`src/rtl/range_dec_pkg.sv`:
```
// Shared types and datapath widths for the range decoder sequencer.
package range_dec_pkg;

  localparam int SYM_W   = 8;
  localparam int BITS_W  = 16;
  localparam int RANGE_W = 16;

  typedef enum logic [3:0] {
    ST_IDLE,
    ST_INIT,
    ST_LOAD,
    ST_SETTLE,
    ST_UPDATE,
    ST_NORM,
    ST_CAPT,
    ST_OUT,
    ST_FLUSH,
    ST_DONE
  } state_t;

endpackage

```
`src/rtl/range_decode_sequencer.sv`:
```
// Steps the entropy decoder's range calculator through one frame of symbols,
// one symbol at a time, and hands each decoded range downstream.
//
// state  | meaning
// IDLE   | waiting for frame_start
// INIT   | rc_init_pulse high, frame length already latched
// LOAD   | sym_ready high, waiting for the next symbol
// SETTLE | probability lookup latency after a symbol load
// UPDATE | rc_update_en high
// NORM   | rc_normalize_en high
// CAPT   | capture calculator result, count errors
// OUT    | result presented, waiting for out_ready
// FLUSH  | discarding the rest of an aborted frame
// DONE   | frame_done pulse
module range_decode_sequencer
  import range_dec_pkg::*;
#(
  parameter int LEN_W     = 16,
  parameter int SETTLE    = 1,
  parameter bit ABORT_ERR = 1'b1,
  parameter int ERRCNT_W  = 8
) (
  input  logic                clk,
  input  logic                reset,
  input  logic                frame_start,
  input  logic [LEN_W-1:0]    frame_len,
  input  logic                sym_valid,
  output logic                sym_ready,
  input  logic [SYM_W-1:0]    sym_data,
  input  logic [BITS_W-1:0]   sym_bits,
  output logic                rc_init_pulse,
  output logic                rc_update_en,
  output logic                rc_normalize_en,
  output logic [SYM_W-1:0]    rc_encoded_data,
  output logic [BITS_W-1:0]   rc_bitstream,
  input  logic [RANGE_W-1:0]  rc_decoded_range,
  input  logic                rc_error_flag,
  output logic                out_valid,
  input  logic                out_ready,
  output logic [RANGE_W-1:0]  out_range,
  output logic                out_err,
  output logic                out_last,
  output logic                busy,
  output logic                frame_done,
  output logic                frame_error,
  output logic [ERRCNT_W-1:0] err_count
);

  localparam logic [1:0]          SETTLE_LOAD = 2'(SETTLE - 1);
  localparam logic [ERRCNT_W-1:0] ERR_MAX     = '1;
  localparam logic [LEN_W-1:0]    LEN_ONE     = LEN_W'(1);

  state_t           state;
  logic [LEN_W-1:0] remaining;
  logic [1:0]       settle_cnt;

  always_ff @(posedge clk) begin
    if (reset) begin
      state           <= ST_IDLE;
      remaining       <= '0;
      settle_cnt      <= '0;
      sym_ready       <= 1'b0;
      rc_init_pulse   <= 1'b0;
      rc_update_en    <= 1'b0;
      rc_normalize_en <= 1'b0;
      rc_encoded_data <= '0;
      rc_bitstream    <= '0;
      out_valid       <= 1'b0;
      out_range       <= '0;
      out_err         <= 1'b0;
      out_last        <= 1'b0;
      busy            <= 1'b0;
      frame_done      <= 1'b0;
      frame_error     <= 1'b0;
      err_count       <= '0;
    end else begin
      // Strobes are one cycle wide; only the transition that needs one re-arms it.
      rc_init_pulse   <= 1'b0;
      rc_update_en    <= 1'b0;
      rc_normalize_en <= 1'b0;
      frame_done      <= 1'b0;
      frame_error     <= 1'b0;

      case (state)
        ST_IDLE: begin
          if (frame_start) begin
            remaining     <= frame_len;
            err_count     <= '0;
            rc_init_pulse <= 1'b1;
            busy          <= 1'b1;
            state         <= ST_INIT;
          end
        end

        ST_INIT: begin
          if (remaining == '0) begin
            frame_done  <= 1'b1;
            frame_error <= (err_count != '0);
            state       <= ST_DONE;
          end else begin
            sym_ready <= 1'b1;
            state     <= ST_LOAD;
          end
        end

        ST_LOAD: begin
          if (sym_valid) begin
            rc_encoded_data <= sym_data;
            rc_bitstream    <= sym_bits;
            sym_ready       <= 1'b0;
            settle_cnt      <= SETTLE_LOAD;
            state           <= ST_SETTLE;
          end
        end

        ST_SETTLE: begin
          if (settle_cnt == 2'd0) begin
            rc_update_en <= 1'b1;
            state        <= ST_UPDATE;
          end else begin
            settle_cnt <= settle_cnt - 2'd1;
          end
        end

        ST_UPDATE: begin
          rc_normalize_en <= 1'b1;
          state           <= ST_NORM;
        end

        ST_NORM: state <= ST_CAPT;

        ST_CAPT: begin
          out_range <= rc_decoded_range;
          out_err   <= rc_error_flag;
          out_valid <= 1'b1;
          // Last result either ends the frame or triggers the abort flush.
          out_last  <= (remaining == LEN_ONE) || (rc_error_flag && ABORT_ERR);
          remaining <= remaining - LEN_ONE;
          if (rc_error_flag && (err_count != ERR_MAX))
            err_count <= err_count + 1'b1;
          state <= ST_OUT;
        end

        ST_OUT: begin
          if (out_ready) begin
            out_valid <= 1'b0;
            out_last  <= 1'b0;
            if (remaining == '0) begin
              frame_done  <= 1'b1;
              frame_error <= (err_count != '0);
              state       <= ST_DONE;
            end else if (out_err && ABORT_ERR) begin
              sym_ready <= 1'b1;
              state     <= ST_FLUSH;
            end else begin
              sym_ready <= 1'b1;
              state     <= ST_LOAD;
            end
          end
        end

        ST_FLUSH: begin
          if (sym_valid) begin
            remaining <= remaining - LEN_ONE;
            if (remaining == LEN_ONE) begin
              sym_ready   <= 1'b0;
              frame_done  <= 1'b1;
              frame_error <= (err_count != '0);
              state       <= ST_DONE;
            end
          end
        end

        ST_DONE: begin
          busy  <= 1'b0;
          state <= ST_IDLE;
        end

        default: state <= ST_IDLE;
      endcase
    end
  end

endmodule

```
`config.mk`:
```
export PLATFORM = sky130hd
export DESIGN_NAME = range_decode_sequencer
export DESIGN_NICKNAME = d
export VERILOG_FILES = /design/src/rtl/range_dec_pkg.sv /design/src/rtl/range_decode_sequencer.sv
export SDC_FILE = /design/constraint.sdc
export NUM_CORES = 1
export LEC_CHECK = 0
export ABC_CLOCK_PERIOD_IN_PS = 2800
export CORE_MARGIN = 2
export CORE_UTILIZATION = 45
export DETAILED_ROUTE_END_ITERATION = 6
export HOLD_SLACK_MARGIN = 0.06
export PLACE_DENSITY = 0.74
export REMOVE_ABC_BUFFERS = 1
export SETUP_SLACK_MARGIN = 0.02
export SLEW_MARGIN = 10
export SYNTH_ARGS = -nofsm -noshare
export SYNTH_HDL_FRONTEND = slang
export SYNTH_SLANG_ARGS = --single-unit
```
`constraint.sdc`:
```
create_clock -name clk -period 2.8 [get_ports clk]
set_input_delay 0.42 -clock clk [delete_from_list [all_inputs] [get_ports clk]]
set_output_delay 0.42 -clock clk [all_outputs]
set_load 0.05 [all_outputs]
```
==> metrics.cfg, run 1 <==
[outcome]
outcome=completed

[die]
die_h_um=95.4
io_pins=120
dieArea_sq_mm=0.00911
coreArea_sq_mm=0.00818
die_w_um=95.4
rows=33
initial_core_util=0.460

[final_layout]
multiInputGateArea_sq_mm=0.00199
nets=662
antenna-diode-count=0
fillerInstances=760
drive_gt1_frac=0.0767
syn_to_final_growth_pct=39.1
ff_latch_area_sq_mm=0.00160

[flow_run]
drv_cap=0

[sta]
drv_slew=0
rsz0062_at_grt=false
slew_headroom=0.410
finalSetupViolCount=0
fin_crit_sh=0.881
hold_viol=0
timing.fmax_mhz=405
clock_skew_ns=0.0133
worstMarginPinSlew_ns=0.886
min_period_ns=2.47
tns_ns=0
holdWs_ns=0.455
finalWorstSetupSlack_ns=0.332

[setup_path]
cp_num_buf_inv=1
path_delay_family=simple AND/OR/NAND/NOR gates
r2r_end=frame_error$_SDFF_PP0_
worst-setup-path-type=reg -> reg
endpoint_kind=flop
start_kind=flop
slowest_stage=or4_4
reg2reg_depth=7
path_cells=inv_1, ha_1, or3b_1, or4_4, or3_1, a21oi_2, a21boi_2
crit_required_ns=3.08
slowest_delay_ns=0.57
r2r_slack_ns=0.33
crit_path_max_fanout=9
r2r_start=remaining[0]$_SDFFE_PP0P_
crit_arrival_ns=2.75

[detailed_routing]
drt_pass1_iterations=5
viasPerCell=5.49
drc_errors=0
vias=3872
drt_iter0_drc=173
drtAntennaViolNets=0
routed_wirelength_um=10200
wl_per_cell_um=14.5

[logic_synthesis]
async_reset_ff_frac=0
avgSynthCellArea_sq_um=7.66
synth-main-ff-cell=dfxtp_1
yosys_warnings=0
synthTopCellsByCount=nand2_1 (100), dfxtp_1 (80), a21oi_1 (66), clkbuf_1 (35), o21ai_0 (29)
yosys.area.top_type=dfxtp_1
synth_cell_types=50
synth-edff-count=0
yosys-top-cells-area=dfxtp_1 (43%), nand2_1 (10%), a21oi_1 (8.8%)
synth_area_sq_mm=0.00376
yosysMostFrequentCell=nand2_1
synth_seq_cells=80
netlist_instances=491
netlist.area_leader.share=0.426
seq_area_frac_synth=0.426

[clock_network]
cts_setup_buffers=0
cts_resized=0
path_clk_slew_ns=0.09
cts_buffers=9
h-tree-depth=3
ctsRootBufferMaster=clkbuf_8
tritoncts=yes
cts.path.max_buffers=2
cts_hold_buf=0
clock_sink_count=80
clk_latency_ns=0.35

[power]
pwr-share-seq=0.397
netSwitchingFraction=0.390
clockPowerShare=0.243
p_per_area_mw_per_mm2=686
max-vdd-ir-drop_mv=0.365
combPwrFrac=0.360
p_leak_nw=1.83
p_sw_mw=1.40
p_int_mw=2.19

[global_routing]
grt_pass1_vias=3442
grt_remaining_overflow=0
grt_max_degree=40
grt_usage=0.221
grt_first_pass_wirelength_um=16200
antenna_found_initial=0

[min_path]
hold_class=reg -> reg
worstHoldStart=rc_bitstream[7]$_SDFFE_PP0P_
whs_path_depth=2
min_to=rc_bitstream[7]$_SDFFE_PP0P_

[placed_design]
pre_cts_ws_ns=0.305
dp_hpwl_um=7260
gp_congestion=0.925
io_buffers=119

==> worst max path at each step <==
stage,start,endpoint,slack (ns),depth (start not counted)
finish,remaining[0]$_SDFFE_PP0P_,frame_error$_SDFF_PP0_,0.33,7
global route,remaining[0]$_SDFFE_PP0P_,frame_error$_SDFF_PP0_,0.18,7
CTS,remaining[0]$_SDFFE_PP0P_,frame_error$_SDFF_PP0_,0.34,7
detailed placement,sym_valid,remaining[5]$_SDFFE_PP0P_,0.30,6
global placement,sym_valid,remaining[15]$_SDFFE_PP0P_,0.39,7
floorplan,state[3]$_SDFFE_PP0P_,remaining[0]$_SDFFE_PP0P_,0.41,4
==> final cells by class <==
cell class	instances	area share
flip-flops and latches	80	0.306
multi-input cells	364	0.380
clock inverters	7	0.0153
clock buffers	9	0.0237
repair buffers	131	0.244
inverters	9	0.00645
well taps	105	0.0251
==> per-layer routing <==
| layer | track usage | routed length [um] |
|---|---|---|
| met5 | 0 | 0 |
| met4 | 0.0798 | 199 |
| met3 | 0.0387 | 810 |
| met2 | 0.362 | 4680 |
| met1 | 0.292 | 4540 |
==> per-stage QoR <==
step / instances / util / total power, mW / instance area (sq um)
4_1_cts: 705 / 0.640 / 3.60 / 5240
3_3_place_gp: 689 / 0.615 / 2.71 / 5030
3_5_place_dp: 689 / 0.615 / 2.74 / 5030
6_report: 705 / 0.640 / 3.59 / 5240
2_1_floorplan: 453 / - / 2.26 / 3620
5_1_grt: 705 / 0.640 / 3.80 / 5240
==> flip-flops by register name, summed over array words and instances, names as in the netlist <==
signal / count
rc_encoded_data: 8
err_count: 8
rc_update_en: 1
out_valid: 1
state: 4
out_err: 1
sym_ready: 1
out_range: 16
rc_init_pulse: 1
settle_cnt: 2
frame_error: 1
frame_done: 1
busy: 1
rc_bitstream: 16
out_last: 1
rc_normalize_en: 1
remaining: 16
==> placed cells by master (no fill, tap or decap), drive strengths merged, types with 2 or more instances in the layout <==
| master | n |
|---|---|
| a211oi | 8 |
| a21boi | 2 |
| a21o | 6 |
| a21oi | 67 |
| a221oi | 2 |
| a22oi | 6 |
| a31o | 4 |
| a31oi | 5 |
| a41oi | 2 |
| and2 | 7 |
| and3 | 6 |
| and3b | 2 |
| buf | 13 |
| clkbuf | 9 |
| clkdlybuf4s50 | 118 |
| clkinv | 3 |
| dfxtp | 80 |
| ha | 5 |
| inv | 11 |
| mux2 | 5 |
| mux2i | 2 |
| nand2 | 100 |
| nand2b | 5 |
| nand3 | 11 |
| nand3b | 3 |
| nor2 | 28 |
| nor2b | 5 |
| nor3 | 15 |
| nor4 | 10 |
| nor4b | 3 |
| o21ai | 31 |
| or3 | 4 |
| or3b | 4 |
| or4 | 5 |
==> worst min-delay path: cells and delay by family, from the launching register on <==
family / cells / cell delay (ns)
AOI/OAI and AO/OA: 1 / 0.05
and+or+nand+nor: 1 / 0.05
DFF: 1 / 0.31
==> logic make-up after synthesis <==
logic type	Yosys count	synth area share
AO/OA/AOI/OAI	138	0.215
XOR/XNOR	1	0.00233
adder cells (fa/ha/maj)	5	0.0166
buffers and inverters	47	0.0472
flip-flops	80	0.426
multiplexers	7	0.0203
AND/OR/NAND/NOR	213	0.273
==> power by group through the flow <==
stage / logic, mW / registers, mW / clock network, mW
final: 1.29 / 1.43 / 0.874
after global routing: 1.41 / 1.45 / 0.941
after CTS: 1.30 / 1.42 / 0.886
after detailed placement: 1.29 / 1.45 / 0
after global placement: 1.27 / 1.44 / 0
after floorplan: 0.647 / 1.62 / 0
No activity file was read; power rests on OpenSTA's default activity.
==> inputs of run 2 (changes only) <==
Settings changed: CORE_MARGIN 2 to unset.
==> run 2 against run 1 <==
Net effect:
- global-route usage grew 0.79 points
- largest cell class unchanged
- count of clock-buffer cells in the layout is the same
- non-clock buffer count grew 3
- critical path depth is the same
- highest routed layer unchanged
==> metrics.cfg, run 2 (synthesized netlist as in run 1, its figures left out) <==
[setup_path]
crit_path_max_fanout=9
worst-setup-path-type=reg -> reg
crit_required_ns=3.08
slowest_stage=or4_4
crit_arrival_ns=2.74
path_delay_family=simple AND/OR/NAND/NOR gates
critPathLaunch=remaining[1]$_SDFFE_PP0P_
path_cells=inv_1, ha_1, or3b_1, or4_4, or3_1, a21oi_2, a21boi_2
cp_num_buf_inv=1
endpoint_kind=flop
slowest_delay_ns=0.57
start_kind=flop
r2r_start=remaining[1]$_SDFFE_PP0P_

[placed_design]
gp_congestion=0.943
postPlaceCellArea_sq_mm=0.00505
dp_hpwl_um=6970
io_buffers=119

[final_layout]
fin_util=0.668
syn_to_final_growth_pct=40.1
most-common-layout-cells=clkdlybuf4s50_1 (118), nand2_1 (100), dfxtp_1 (80)
fillerInstances=699
nets=665
top_regs=out_range: 16 flops, rc_bitstream: 16 flops, remaining: 16 flops
final_common_cell=clkdlybuf4s50_1
drive_gt1_frac=0.0813
antenna-diode-count=0
finish.instance_area_sq_mm=0.00527

[sta]
worstMarginPinSlew_ns=0.820
holdWs_ns=0.455
hold_viol=0
clock_skew_ns=0.00665
slew_headroom=0.453
rsz0062_at_grt=false
drv_slew=0
timing.fmax_mhz=406
finalSetupViolCount=0
min_period_ns=2.46
tns_ns=0
fin_crit_sh=0.880

[power]
p_leak_nw=1.85
max-vdd-ir-drop_mv=0.343
p_per_area_mw_per_mm2=694

[detailed_routing]
vias=3800
drc_errors=0
viasPerCell=5.39
routed_wirelength_um=9870
drt_pass1_iterations=4
drt_iter0_drc=246
wl_per_cell_um=14.0
drtAntennaViolNets=0

[die]
io_pins=120
dieArea_sq_mm=0.00873
die_h_um=93.4
die_w_um=93.4
coreArea_sq_mm=0.00789
initial_core_util=0.477
rows=32

[clock_network]
clk_latency_ns=0.34
cts_setup_buffers=0
cts_resized=0
cts_hold_buf=0
ctsRootBufferMaster=clkbuf_8
h-tree-depth=3
cts_buffers=9
tritoncts=yes
path_clk_slew_ns=0.08
cts.path.max_buffers=2
clock_sink_count=80

[min_path]
worstHoldStart=rc_encoded_data[1]$_SDFFE_PP0P_
hold_class=reg -> reg

[global_routing]
grt_max_degree=34
grt_remaining_overflow=0
antenna_found_initial=0
grt_usage=0.229
grt_pass1_vias=3390
grt_first_pass_wirelength_um=16000

[flow_run]
drv_cap=0

[outcome]
outcome=completed

-- run 2: layout make-up --
class	instances	area, sq um	area share
tap	102	128	0.0242
timing repair buffer	134	1300	0.246
clock buffer	9	124	0.0235
multi-input combinational	364	1990	0.377
sequential	80	1600	0.304
clock inverter	7	96.3	0.0183
inverter	9	33.8	0.00641
-- run 2: metal layers --
metal | share of wire | track usage
met1 | 0.45 | 0.290
met2 | 0.50 | 0.386
met3 | 0.047 | 0.0561
met4 | 0.0066 | 0.0615
met5 | 0 | 0
-- run 2: worst reg2reg max path, stage by stage (launching register included) --
cell and delay (ns):
dfxtp_1 0.34, inv_1 0.11, ha_1 0.19, or3b_1 0.50
or4_4 0.57, or3_1 0.38, a21oi_2 0.15, a21boi_2 0.15
-- run 2: power by group --
group          internal [mW]  total [mW]  switching [mW]
registers               1.26        1.40           0.134
logic                  0.521        1.34           0.818
clock network          0.503       0.923           0.420
-- run 2: path summary, 6_finish.rpt --
| path | endpoint | slack, ns | cells past startpoint |
|---|---|---|---|
| max | frame_error$_SDFF_PP0_ | 0.34 | 7 |
| min | rc_encoded_data[1]$_SDFFE_PP0P_ | 0.45 | 2 |
| max reg2reg | frame_error$_SDFF_PP0_ | 0.34 | 7 |
| min reg2reg | rc_encoded_data[1]$_SDFFE_PP0P_ | 0.45 | 2 |
-- run 2: metrics by stage --
| stage | worst slack [ns] | std cells | power (mW) |
|---|---|---|---|
| detailed placement | 0.380 | 689 | 2.75 |
| global route | 0.252 | 705 | 3.89 |
| floorplan | 0.406 | 453 | 2.26 |
| global placement | 0.449 | 689 | 2.72 |
| CTS | 0.359 | 705 | 3.67 |
| finish | 0.337 | 705 | 3.66 |
==> inputs of run 3 (changes only) <==
Settings changed: CTS_CLUSTER_SIZE set to 10.
==> results of run 3 <==
Same layout as run 2: the final DEF is identical, and so are final timing and power.
